### src/rtl/conv_modport.sv
// conv_modport: 64-bit word to byte serializer with 1-word holding buffer; define CONV_MSB_FIRST_EN for MSB-first byte order
module conv_modport (
  input  logic        clk_in,
  input  logic        rst,
  input  logic        valid_in,
  input  logic [63:0] data_in,
  output logic        valid_out,
  output logic [7:0]  data_out,
  output logic        busy,
  output logic        overflow
);
  typedef enum logic {IDLE, SHIFT} state_t;
  state_t      r_state;
  logic [63:0] r_sh, r_buf;
  logic [2:0]  r_cnt;
  logic        r_buf_full;
  logic [63:0] w_src;
  logic        w_last, w_load, w_buf_wr, w_drop, w_buf_full_nxt, w_shift_nxt;
`ifdef CONV_MSB_FIRST_EN
  function automatic logic [7:0] head(input logic [63:0] w);
    return w[63:56];
  endfunction
  function automatic logic [63:0] tail(input logic [63:0] w);
    return w << 8;
  endfunction
`else
  function automatic logic [7:0] head(input logic [63:0] w);
    return w[7:0];
  endfunction
  function automatic logic [63:0] tail(input logic [63:0] w);
    return w >> 8;
  endfunction
`endif
  always_comb begin
    w_last         = r_state == SHIFT && r_cnt == 3'd7;
    w_load         = (r_state == IDLE && valid_in) || (w_last && (r_buf_full || valid_in));
    w_src          = (w_last && r_buf_full) ? r_buf : data_in;
    w_buf_wr       = valid_in && r_state == SHIFT && (w_last ? r_buf_full : !r_buf_full);
    w_drop         = valid_in && r_state == SHIFT && !w_last && r_buf_full;
    w_buf_full_nxt = w_buf_wr ? 1'b1 : (w_last && r_buf_full) ? 1'b0 : r_buf_full;
    w_shift_nxt    = w_load || (r_state == SHIFT && !w_last);
  end
  always_ff @(posedge clk_in) begin
    if (rst) begin
      r_state    <= IDLE;
      r_cnt      <= 3'd0;
      r_sh       <= 64'd0;
      r_buf      <= 64'd0;
      r_buf_full <= 1'b0;
      valid_out  <= 1'b0;
      data_out   <= 8'h00;
      busy       <= 1'b0;
      overflow   <= 1'b0;
    end else begin
      r_state    <= w_shift_nxt ? SHIFT : IDLE;
      r_cnt      <= w_load ? 3'd0 : (r_state == SHIFT ? r_cnt + 3'd1 : r_cnt);
      r_sh       <= w_load ? tail(w_src) : tail(r_sh);
      r_buf      <= w_buf_wr ? data_in : r_buf;
      r_buf_full <= w_buf_full_nxt;
      valid_out  <= w_shift_nxt;
      data_out   <= w_load ? head(w_src) : (w_shift_nxt ? head(r_sh) : 8'h00);
      busy       <= w_shift_nxt || w_buf_full_nxt;
      overflow   <= overflow || w_drop;
    end
  end
endmodule

### config.mk
export PLATFORM = sky130hd
export DESIGN_NAME = conv_modport
export DESIGN_NICKNAME = d
export VERILOG_FILES = /design/src/rtl/conv_modport.sv
export SDC_FILE = /design/constraint.sdc
export NUM_CORES = 1
export LEC_CHECK = 0
export ABC_CLOCK_PERIOD_IN_PS = 3200
export BUFFER_PORTS_ARGS = -buffer_cell sky130_fd_sc_hd__buf_2
export CORE_MARGIN = 4
export CORE_UTILIZATION = 50
export DETAILED_ROUTE_END_ITERATION = 10
export PLACE_DENSITY = 0.83
export SLEW_MARGIN = 20
export SYNTH_ARGS = -nofsm -noshare
export SYNTH_HDL_FRONTEND = slang
export SYNTH_SLANG_ARGS = --single-unit
### constraint.sdc
create_clock -name clk_in -period 3.2 [get_ports clk_in]
set_clock_uncertainty 0.05 [all_clocks]
set_input_delay 0 -clock clk_in [delete_from_list [all_inputs] [get_ports clk_in]]
set_output_delay 0 -clock clk_in [all_outputs]
set_load 0.1 [all_outputs]
==> impl_results.md <==
- Status: completed
- Final cell count without fillers: 814
- Syn Nets: 604
- Min-Delay Path Class: in -> reg
- Setup TNS: 0 ns
- M1 GR Usage: 23.6%
- Cell taking the most area after synthesis: dfxtp_1
- Main flop type after synthesis: dfxtp_1
- Placer congestion estimate: 0.766
- WHS: 0.223 ns
- Crit share post-route: about nine tenths
- Startpoint Class: register
- GR Util met3: about 4.8%
- Crit path max fanout: 65
- Initial antenna violation count: 0
- GRT overflow: 0
- Min cycle time layout: 2.94 ns
- RSZ-0062 raised after global routing: no
- DRT Wirelength: 13100 um
- Clock Path Buffers: 2
- LEAKAGE: 0.00268 uW
- Fin. max-slew vios: 0
- Placement row count: 37
- Sequential share of the synthesized area: between 40% and 50%
- Cts bufs inserted: 17
- Async set or reset register ratio after synthesis: 0%
- Final instance area: 7190 um2
- DR iter-0 viols: 220
- Fmax: 341 MHz
- WL per Instance: 16.1 um
- Vias in the first global route: 4615
- Post-synth top cells: nand2_1 (137), dfxtp_1 (135), a21oi_1 (70)
- Synth cell types: 25
- Max-cap violations: 0
- Die area: 12600 um2
- CP max stage cell: dlygate4sd3_1
- Synthesized area per cell: 10.2 um2
- Mapped Area: approximately 5500 um2
- Cell Chain, Critical Path: ha_1, ha_1, nand2_1, ha_1, and3_2, buf_4, nand2_1, a21oi_1, dlygate4sd3_1
- Clk sinks: 135
- #FFs+latches synth: 135
- Most common cell in the netlist: nand2_1
- Initial Util: 52.2%
- Ports: 78
- Slew HR: 45.0%
- Placed inst area: between 5000 and 6000 um2
- M2 GR Usage: 39.5%
- Worst skew pair latency: 0.53 ns
- Final #Nets: roughly 740
- Cell repeated most along the worst path: ha_1
- Critical path arrival: about 3.4 ns
- Layout cell share with drive strength beyond 1: 25.2%
- Chip height: 112 um
- Synth area leaders: dfxtp_1 (50%), o2bb2ai_2 (13%), mux2i_1 (12%)
- Root buf cell: clkbuf_8
- H-tree levels: 4
- Routed vias: 4317
- Port bufs: 77
- CTS tree: built
- Worst Tran Pin Value: 0.825 ns
- Ant diodes: 0
- Final hold vios: 0
- Core ar.: 10500 um2
- Share of the synthesized area in the top cell type: between 40% and 50%
- Final setup margin: ~0.26 ns
- Crit Path Category: reg -> reg
- Yosys warnings: 0
- First-pass GRT wire length: ~22000 um
- Final Setup Violations: 0
- Max incr delay on CP: ~0.57 ns
- Chip width: 112 um
- Busiest layer in global routing: met2
- Total track usage: between 20% and 30%
- Cells after Synth: 533
- Drt drc: 0
- Placed Cells: 711
- Post-route antenna net violation count: 0
- Largest net degree at the start of global routing: 66
- CTS clk-pin slew, worst paths: 0.07 ns
- HPWL after detailed placement: 7780 um
- DP Worst Slack: 0.725 ns
- Critical Path End Type: register
- Pre-antenna DRT Iters: 4
- Worst vdd ir: 0.000551 V
- Vias/cell: around 5.3
- Pwr dens: between 500 and 600 nW/um2
- Area growth syn-to-layout: 31.7%
- Worst EP required: 3.62 ns
- Post-synth EDFFs: 0
==> worst paths after layout <==
path	end	depth (start not counted)	start	slack [ns]
hold / removal	r_buf[24]	4	data_in[24]	0.22
setup / recovery	r_buf[11]	9	r_cnt[0]	0.26
hold reg to reg	r_sh[9]	1	r_sh[17]	0.39
setup reg to reg	r_buf[11]	9	r_cnt[0]	0.26
==> cell families after synthesis <==
kind of cell             share of synthesized area, %
multiplexers                                     12.1
AND/OR/NAND/NOR                                  11.4
buffers and inverters                            5.02
AO/OA/AOI/OAI                                    20.9
adder cells (fa/ha/maj)                         0.917
XOR/XNOR                                        0.161
flip-flops                                       49.5
==> cells in the final DEF, fill, tap and decap left out, types with 2 or more instances in the layout <==
| cell | n |
|---|---|
| buf_4 | 3 |
| buf_2 | 77 |
| dlygate4sd3_1 | 71 |
| o21ai_2 | 4 |
| o2bb2ai_2 | 48 |
| nor2_1 | 12 |
| mux2i_1 | 66 |
| ha_1 | 3 |
| inv_6 | 2 |
| a21oi_1 | 70 |
| clkbuf_1 | 2 |
| bufinv_16 | 4 |
| clkinv_4 | 6 |
| clkbuf_16 | 16 |
| dfxtp_1 | 135 |
| nand2_1 | 137 |
| buf_12 | 3 |
| o21ai_0 | 4 |
==> routing by layer <==
layer  vias to the layer above  part of all wire, %
li1                       2105                    -
met1                      2057                   39
met2                       122                   54
met3                        33                  4.5
met4                         0                  2.4
met5                         -                    0
==> layout make-up <==
cell class                      count  area [um2]
Fill cell                         781        3280
Clock buffer                       19         422
Inverter                            1        3.75
Tap cell                          136         170
Clock inverter                     13         198
Timing Repair Buffer              154        1180
Multi-Input combinational cell    356        2510
Sequential cell                   135        2700
==> power breakdown <==
group	switching [uW]	leakage, uW	internal [uW]
Sequential	48.2	0.00110	1770
Combinational	255	0.00128	186
Clock	746	0.000297	1280
Total	1050	0.00268	3230
==> metrics by stage <==
step	util [%]	total power, uW
floorplan	-	2120
global placement	55.9	2200
detailed placement	55.9	2220
CTS	68.6	4300
global route	68.7	4430
finish	68.7	4280
==> registers in the layout (all words and copies together), names as in the netlist <==
signal,count
r_buf,64
r_sh,56
data_out,8
r_cnt,3
busy,1
overflow,1
r_buf_full,1
valid_out,1
==> worst max-delay path: cells and delay by family, from the launching register on <==
family / cells / cell delay (ns)
simple gates: 3 / 0.41
fa+ha+maj: 3 / 0.75
compound gates: 1 / 0.16
flops: 1 / 0.35
buf+inv: 2 / 1.13
==> what timing repair did <==
action,in CTS,in global routing
hold buffers,71,0
setup buffers,0,0
endpoints found under the setup margin,0,1
resized for setup,0,1
hold endpoints to repair,135,0
Note: power is estimated with default switching activity, not from simulation.
